**src/rtl/poly_eval_arb_if.sv**
```systemverilog
// Handshake bundle for poly_eval_arb: two requesters, one result channel and
// the coefficient write port. The arbiter takes the slave side.
interface poly_eval_arb_if #(
    parameter int W  = 5,
    parameter int XW = 2
) ();
    logic [1:0]      req_valid;
    logic [1:0]      req_ready;
    logic [2*XW-1:0] req_x;
    logic [2*W-1:0]  req_off;
    logic            rsp_valid;
    logic            rsp_ready;
    logic [W-1:0]    rsp_data;
    logic            rsp_id;
    logic            cfg_we;
    logic [1:0]      cfg_idx;
    logic [W-1:0]    cfg_data;
    logic            cfg_ready;

    modport slave (
        input  req_valid, req_x, req_off, rsp_ready, cfg_we, cfg_idx, cfg_data,
        output req_ready, rsp_valid, rsp_data, rsp_id, cfg_ready
    );

    modport master (
        output req_valid, req_x, req_off, rsp_ready, cfg_we, cfg_idx, cfg_data,
        input  req_ready, rsp_valid, rsp_data, rsp_id, cfg_ready
    );
endinterface

```
**src/rtl/poly_eval_arb.sv**
```systemverilog
// Two-requester round-robin evaluator of a degree-3 polynomial plus offset,
// computed in Horner form on one shared multiply-add over three cycles.
module poly_eval_arb #(
    parameter int W  = 5,
    parameter int XW = 2
) (
    input logic             clk,
    input logic             rst,
    poly_eval_arb_if.slave  bus
);
    typedef enum logic [1:0] {IDLE, MAC, DONE} state_e;

    localparam logic [W-1:0] C0_RST = W'(1);
    localparam logic [W-1:0] C1_RST = W'((1 << W) - 5);
    localparam logic [W-1:0] C2_RST = W'((1 << W) - 4);
    localparam logic [W-1:0] C3_RST = W'(8);

    state_e          state_q, state_d;
    logic [W-1:0]    acc_q, acc_d;
    logic [1:0]      cnt_q, cnt_d;
    logic [XW-1:0]   x_q, x_d;
    logic [W-1:0]    off_q, off_d;
    logic            id_q, id_d;
    logic            last_id_q, last_id_d;
    logic [W-1:0]    coef_q [4];
    logic [W-1:0]    coef_d [4];

    logic            grant_id;
    logic            accept;
    logic [W+XW-1:0] prod;
    logic [W-1:0]    mac_sum;

    // Tie goes to the requester that was not served last.
    assign grant_id = (bus.req_valid == 2'b11) ? ~last_id_q : bus.req_valid[1];
    assign accept   = (state_q == IDLE) && !bus.cfg_we && (|bus.req_valid);

    assign prod    = {{XW{1'b0}}, acc_q} * {{W{1'b0}}, x_q};
    assign mac_sum = prod[W-1:0] + coef_q[cnt_q] + ((cnt_q == 2'd0) ? off_q : '0);

    always_comb begin
        // NOTE: every _d starts from its _q so no path through the case leaves a
        // signal unassigned, which would otherwise infer a latch.
        state_d   = state_q;
        acc_d     = acc_q;
        cnt_d     = cnt_q;
        x_d       = x_q;
        off_d     = off_q;
        id_d      = id_q;
        last_id_d = last_id_q;
        coef_d    = coef_q;
        unique case (state_q)
            IDLE: begin
                if (bus.cfg_we) begin
                    coef_d[bus.cfg_idx] = bus.cfg_data;
                end else if (accept) begin
                    x_d       = grant_id ? bus.req_x[2*XW-1:XW] : bus.req_x[XW-1:0];
                    off_d     = grant_id ? bus.req_off[2*W-1:W] : bus.req_off[W-1:0];
                    id_d      = grant_id;
                    last_id_d = grant_id;
                    acc_d     = coef_q[3];
                    cnt_d     = 2'd2;
                    state_d   = MAC;
                end
            end
            MAC: begin
                acc_d = mac_sum;
                if (cnt_q == 2'd0) begin
                    state_d = DONE;
                end else begin
                    cnt_d = cnt_q - 2'd1;
                end
            end
            DONE: begin
                if (bus.rsp_ready) begin
                    state_d = IDLE;
                end
            end
            default: state_d = IDLE;
        endcase
    end

    // NOTE: state elements are assigned with <= so every flop samples the values
    // of the previous cycle regardless of statement order.
    always_ff @(posedge clk or posedge rst) begin
        if (rst) begin
            state_q   <= IDLE;
            acc_q     <= '0;
            cnt_q     <= '0;
            x_q       <= '0;
            off_q     <= '0;
            id_q      <= 1'b0;
            last_id_q <= 1'b1;
            // NOTE: the four coefficients are plain flops rather than a RAM, so
            // resetting them to their defaults is legal and cheap.
            coef_q[0] <= C0_RST;
            coef_q[1] <= C1_RST;
            coef_q[2] <= C2_RST;
            coef_q[3] <= C3_RST;
        end else begin
            state_q   <= state_d;
            acc_q     <= acc_d;
            cnt_q     <= cnt_d;
            x_q       <= x_d;
            off_q     <= off_d;
            id_q      <= id_d;
            last_id_q <= last_id_d;
            coef_q    <= coef_d;
        end
    end

    assign bus.req_ready = (accept && !rst) ? (grant_id ? 2'b10 : 2'b01) : 2'b00;
    assign bus.cfg_ready = (state_q == IDLE);
    assign bus.rsp_valid = (state_q == DONE);
    assign bus.rsp_data  = acc_q;
    assign bus.rsp_id    = id_q;
endmodule

```
**src/flat_wrapper.sv**
```systemverilog
// flat-port wrapper written by rule: the top's interface ports become plain ports
module poly_eval_arb_flat 
#(
    parameter int W  = 5,
    parameter int XW = 2
)
  (clk, rst, bus_req_valid, bus_req_x, bus_req_off, bus_rsp_ready, bus_cfg_we, bus_cfg_idx, bus_cfg_data, bus_req_ready, bus_rsp_valid, bus_rsp_data, bus_rsp_id, bus_cfg_ready);
  poly_eval_arb_if #(.W(W), .XW(XW)) bus_i ();
  input logic clk;
  input logic rst;
  input wire logic [$bits(bus_i.req_valid)-1:0] bus_req_valid;
  input wire logic [$bits(bus_i.req_x)-1:0] bus_req_x;
  input wire logic [$bits(bus_i.req_off)-1:0] bus_req_off;
  input wire logic [$bits(bus_i.rsp_ready)-1:0] bus_rsp_ready;
  input wire logic [$bits(bus_i.cfg_we)-1:0] bus_cfg_we;
  input wire logic [$bits(bus_i.cfg_idx)-1:0] bus_cfg_idx;
  input wire logic [$bits(bus_i.cfg_data)-1:0] bus_cfg_data;
  output wire logic [$bits(bus_i.req_ready)-1:0] bus_req_ready;
  output wire logic [$bits(bus_i.rsp_valid)-1:0] bus_rsp_valid;
  output wire logic [$bits(bus_i.rsp_data)-1:0] bus_rsp_data;
  output wire logic [$bits(bus_i.rsp_id)-1:0] bus_rsp_id;
  output wire logic [$bits(bus_i.cfg_ready)-1:0] bus_cfg_ready;
  assign bus_i.req_valid = bus_req_valid;
  assign bus_i.req_x = bus_req_x;
  assign bus_i.req_off = bus_req_off;
  assign bus_i.rsp_ready = bus_rsp_ready;
  assign bus_i.cfg_we = bus_cfg_we;
  assign bus_i.cfg_idx = bus_cfg_idx;
  assign bus_i.cfg_data = bus_cfg_data;
  assign bus_req_ready = bus_i.req_ready;
  assign bus_rsp_valid = bus_i.rsp_valid;
  assign bus_rsp_data = bus_i.rsp_data;
  assign bus_rsp_id = bus_i.rsp_id;
  assign bus_cfg_ready = bus_i.cfg_ready;
  poly_eval_arb #(.W(W), .XW(XW)) u_core (.clk(clk), .rst(rst), .bus(bus_i));
endmodule
```
**config.mk**
```make
export PLATFORM = sky130hd
export DESIGN_NAME = poly_eval_arb_flat
export DESIGN_NICKNAME = d
export VERILOG_FILES = /design/src/rtl/poly_eval_arb_if.sv /design/src/rtl/poly_eval_arb.sv /design/src/flat_wrapper.sv
export SDC_FILE = /design/constraint.sdc
export NUM_CORES = 1
export LEC_CHECK = 0
export CAP_MARGIN = 15
export CORE_MARGIN = 4
export CORE_UTILIZATION = 43
export DETAILED_ROUTE_END_ITERATION = 10
export HOLD_SLACK_MARGIN = 0.03
export PLACE_DENSITY = 0.67
export SLEW_MARGIN = 20
export SYNTH_ARGS = -nofsm -noshare
export SYNTH_HDL_FRONTEND = slang
export SYNTH_SLANG_ARGS = --single-unit
```
**constraint.sdc**
```tcl
create_clock -name clk -period 5.2 [get_ports clk]
set_input_delay 1.04 -clock clk [delete_from_list [all_inputs] [get_ports clk]]
set_output_delay 1.04 -clock clk [all_outputs]
set_load 0.05 [all_outputs]
```
# Yosys cells after proc, flatten, opt, wreduce, memory -nomap -nowiden
# Cells that the tools add are included.
[totals]
inputBits = 27
latch_bits = 0
romBits = 0
ramBits = 0
n_memories = 0
regBits = 38
output_inout_bits = 10
[classes]
order_cmp = 3
n_bitwise = 4
n_shift = 0
eq_ne = 8
mux = 24
addsub = 3
n_div = 0
n_reduce_logical = 15
mul = 1
[ops]
columns = ["operator", "n"]
rows = [
  ["5-bit two-way mux", 7],
  ["20-bit bitwise mux", 1],
  ["2-bit two-way mux", 10],
  ["5-bit adder", 2],
  ["5-bit binary-select mux with 2-bit select", 1],
  ["5-bit demux with 2-bit select", 1],
  ["5-bit case mux with 2 select lines", 1],
  ["4-bit AND reduction", 2],
  ["3-bit greater-or-equal comparator, second input constant", 2],
  ["2-bit inequality test, second input constant", 3],
  ["2-bit inverter with 3-bit output", 2],
  ["2-bit case mux with 3 select lines", 1],
  ["3-bit AND reduction", 2],
  ["5-bit by 2-bit multiplier with 5-bit output", 1],
  ["2-bit == test, second input constant", 2],
  ["1-bit logical AND", 4],
  ["2-bit logical NOT", 2],
  ["2-bit by 1-bit inequality test with 1-bit output, second input constant", 2],
  ["2-bit case mux with 2 select lines", 1],
  ["3-bit by 1-bit < comparator with 1-bit output, second input constant", 1],
  ["2-bit by 1-bit == test with 1-bit output, second input constant", 1],
  ["1-bit logical NOT", 2],
  ["1-bit inverter", 2],
  ["2-bit AND reduction", 1],
  ["other kinds (4)", 4],
]

# Longest topological paths before layout
[logic_depth]
word_depth = 7
depth_mapped = 14
ltp_nobuf = 13

# Least setup slack after synthesis
# OpenSTA, ideal clock, no wires.
[synth_timing]
path_type = "input to output"
startpoint = "input port bus_cfg_we"
endpoint = "output port bus_req_ready[0]"
cell_stages = 5
slack_ns = 1.840
path_buffers = 1
required_time_ns = 4.160
arrival_time_ns = 2.320
path_cell_list = "nor3_2 > o21a_1 > buf_2 > nand2b_1 > nor2_1"
[synth_via]
elab_chain_len = 5
[synth_rtl]
columns = ["element", "line_no", "source"]
rows = [
  ["start: declaration", "flat_wrapper.sv:15", "input wire logic [$bits(bus_i.cfg_we)-1:0] bus_cfg_we;"],
  ["1-bit logical NOT", "poly_eval_arb.sv:35", "assign accept = (state_q == IDLE) && !bus.cfg_we && (|bus.req_valid);"],
  ["1-bit logical AND (2 in series)", "poly_eval_arb.sv:35", ""],
  ["1-bit logical AND", "poly_eval_arb.sv:111", "assign bus.req_ready = (accept && !rst) ? (grant_id ? 2'b10 : 2'b01) : 2'b00;"],
  ["2-bit two-way mux", "poly_eval_arb.sv:111", ""],
  ["end: declaration", "flat_wrapper.sv:18", "output wire logic [$bits(bus_i.req_ready)-1:0] bus_req_ready;"],
]
# Every way passes these cells.

# Worst setup path after layout
# Same ends and word-level chain as after synthesis.

==> impl_metrics.yaml <==
worst_setup_path:
  path_class: "in -> out"
  critPathLaunchType: "input port"
  critPathMaxFanout: 10
  cp_common_cell: "clkdlybuf4s50_1"
  worst_setup_path_end_kind: "output port"
  cpMaxStageDelayCell: "clkdlybuf4s50_1"
  max_stage_delay_ns: 0.80
  crit_arrival_ns: 3.22
  critPathRequiredTime_ns: 4.16
  crit_chain: "clkdlybuf4s50_1, nor3_2, o21a_1, nand2b_1, nor2_1, clkdlybuf4s50_1"
global_routing:
  grt_max_degree: 39
  antenna_found_initial: 0
  grt_usage: 0.1615
  grt-ovfl-total: 0
  first_global_vias: 1528
  grt_pass1_wl_um: 7672
finish:
  fill_cells: 434
  multiInputGateArea_mm2: 0.001119
  drive_above_1_share: 0.1233
  regArea_um2: 963.4
  diodes: 0
  finalNonFillerCells: 294
  fin_nets: 266
  area_growth_pct: 24.49
power:
  power_density_mw_per_mm2: 733.3
  p_leak_nw: 1.185
  finalPower_mw: 1.996
  peakVddDrop_mv: 0.4383
placement:
  place_congestion: 0.7470
  dp_cells: 286
  dp_hpwl_um: 3487
  numPortBuffers: 36
timing:
  worst_pin_slew_ns: 0.5033
  grt_setup_unrepaired: "false"
  finalSetupTns_ns: 0
  slew_headroom: 0.6634
  hold_ws_ns: 0.4889
  skew_ns: 0.01047
  setup_viol: 0
  slew_violations: 0
  hold_viol: 0
  fin_crit_ns: 4.260
  post-route-period-util: 0.8192
  fmax_mhz: 234.8
yosys:
  synth_area_mm2: 0.002187
  async_reset_ff_frac: 1.000
  synth-edff-count: 0
  ys_types: 39
  synthXorXnorAreaFrac: 0.03490
  ys_ff_latch: 38
  seq_area_frac_synth: 0.4405
  syn_inst: 187
  synth_top_family_by_area: "multiplexers"
  synth_compound_area_frac: 0.08181
  synth_fa_ha_area_frac: 0.09840
  muxShareOfSynthArea: 0.1665
  avgSynthCellArea_um2: 11.70
  ys.flop_type: "dfrtp_1"
  synth_simple_gate_area_frac: 0.1299
  yosysWarnings: 0
  synth_nets: 227
floorplanning:
  core_mm2: 0.004817
  num_rows: 25
  die-area_mm2: 0.006292
  initial_core_util: 0.4540
  die_w_um: 79.32
  io_pins: 37
  die_y_um: 79.32
routing:
  wl_per_cell_um: 15.66
  drtAntennaViolNets: 0
  via_count: 1487
  vias_per_cell: 5.058
  wl_um: 4604
  drt_first_iter_violations: 66
  first_pass_iters: 7
  route.detailed.drc: 0
cts:
  clock_path_buffers: 2
  cts-htree-levels: 2
  postCtsHoldBufs: 0
  cts-root-buf: "clkbuf_8"
  clk_latency_ns: 0.29
  cts.clk_slew.worst_paths_ns: 0.09
  cts_resized: 0
  clock_sinks: 38
  cts-buffers-inserted: 5
  post_cts_buffers: 0
  cts_tree: "built"
status:
  status: "finished clean"
min_path:
  hold_path.class: "reg -> reg"
job:
  drv_cap: 0
## layer usage
metal | up-vias | track usage | share of wire | routed length (um)
met4 | 0 | 0.04639 | 0.0052 | 24
met1 | 729 | 0.2153 | 0.44 | 2045
met2 | 33 | 0.2584 | 0.49 | 2270
met5 | - | 0 | 0 | 0
met3 | 2 | 0.04422 | 0.057 | 263
li1 | 723 | - | - | -
## cells by family (layout without fill, tap and decap cells)
logic type | Yosys count | after routing
AND/OR/NAND/NOR | 53 | 53
flip-flops | 38 | 38
multiplexers | 26 | 26
AO/OA/AOI/OAI | 25 | 25
buffers and inverters | 25 | 65
adder cells (fa/ha/maj) | 13 | 13
XOR/XNOR | 7 | 7
## where the power goes
part           switching (mW)  leakage, nW  internal [mW]
combinational           0.585        0.698          0.550
sequential              0.133        0.436          0.475
clock                   0.110       0.0504          0.143
total                   0.828         1.18           1.17
## path summary, 6_finish.rpt
path | from | end | slack, ns | cells past startpoint
setup reg to reg | u_core.cnt_q[0] | u_core.bus.rsp_data[4] | 1.72 | 13
hold reg to reg | u_core.coef_q[5] | u_core.coef_q[5] | 0.49 | 1
max in group asynchronous | rst | u_core.coef_q[14] | 3.61 | 3
setup / recovery | bus_cfg_we | bus_req_ready[0] | 0.94 | 6
hold / removal | u_core.coef_q[5] | u_core.coef_q[5] | 0.49 | 1
min in group asynchronous | rst | u_core.off_q[2] | 1.22 | 3
## sequential cells by signal, indices dropped and copies added, names as in the netlist
register	cells
u_core.coef_q	20
u_core.bus.rsp_data	5
u_core.off_q	5
u_core.cnt_q	2
u_core.state_q	2
u_core.x_q	2
u_core.bus.rsp_id	1
u_core.last_id_q	1
## cells in the final DEF (no fill, tap or decap), drive strengths merged
master,instances
a211oi,1
a21boi,1
a21o,1
a21oi,5
a222oi,3
a22o,1
a31oi,1
and2,9
and3,1
buf,1
bufinv,1
clkbuf,5
clkdlybuf4s50,36
clkinvlp,2
dfrtp,28
dfstp,10
fa,7
ha,6
inv,20
mux2,21
mux4,5
nand2,9
nand2b,2
nand4,1
nor2,25
nor2b,2
nor3,2
nor3b,2
o21a,1
o21ai,3
o22a,4
o22ai,4
xnor2,6
xor2,1
## area by class of cell
class | count | area share
Multi-Input combinational cell | 124 | 0.4108
Clock inverter | 3 | 0.01654
Inverter | 20 | 0.02757
Clock buffer | 5 | 0.02528
Tap cell | 67 | 0.03079
Sequential cell | 38 | 0.3539
Timing Repair Buffer | 37 | 0.1351
## stage by stage
step / utilization / setup WS (ns) / area (um2)
after global routing: 0.5652 / 0.7562 / 2723
after global placement: 0.5416 / 0.9659 / 2609
after floorplan: - / 1.840 / 2187
after CTS: 0.5652 / 0.9336 / 2723
after detailed placement: 0.5416 / 0.9308 / 2609
final: 0.5652 / 0.9403 / 2723
## cell usage after synthesis, types with 2 or more instances
library cell,n,share of area
a21oi_1,5,0.011
a222oi_1,3,0.014
and2_1,9,0.026
buf_2,3,0.0069
dfrtp_1,28,0.32
dfstp_2,10,0.12
fa_1,7,0.064
ha_1,6,0.034
inv_1,20,0.034
mux2_1,21,0.11
mux4_1,4,0.048
nand2_1,8,0.014
nand2b_1,2,0.0057
nor2_1,24,0.041
nor2b_1,2,0.0057
o21ai_1,2,0.0046
o22a_1,4,0.016
o22ai_1,4,0.011
xnor2_1,4,0.016
xnor2_2,2,0.015
## critical path: cells and delay by family
family                 cells  cell delay [ns]
buffers and inverters      2             1.26
and+or+nand+nor            3             0.54
AOI/OAI and AO/OA          1             0.38
Power figures use the tool's default switching activity.
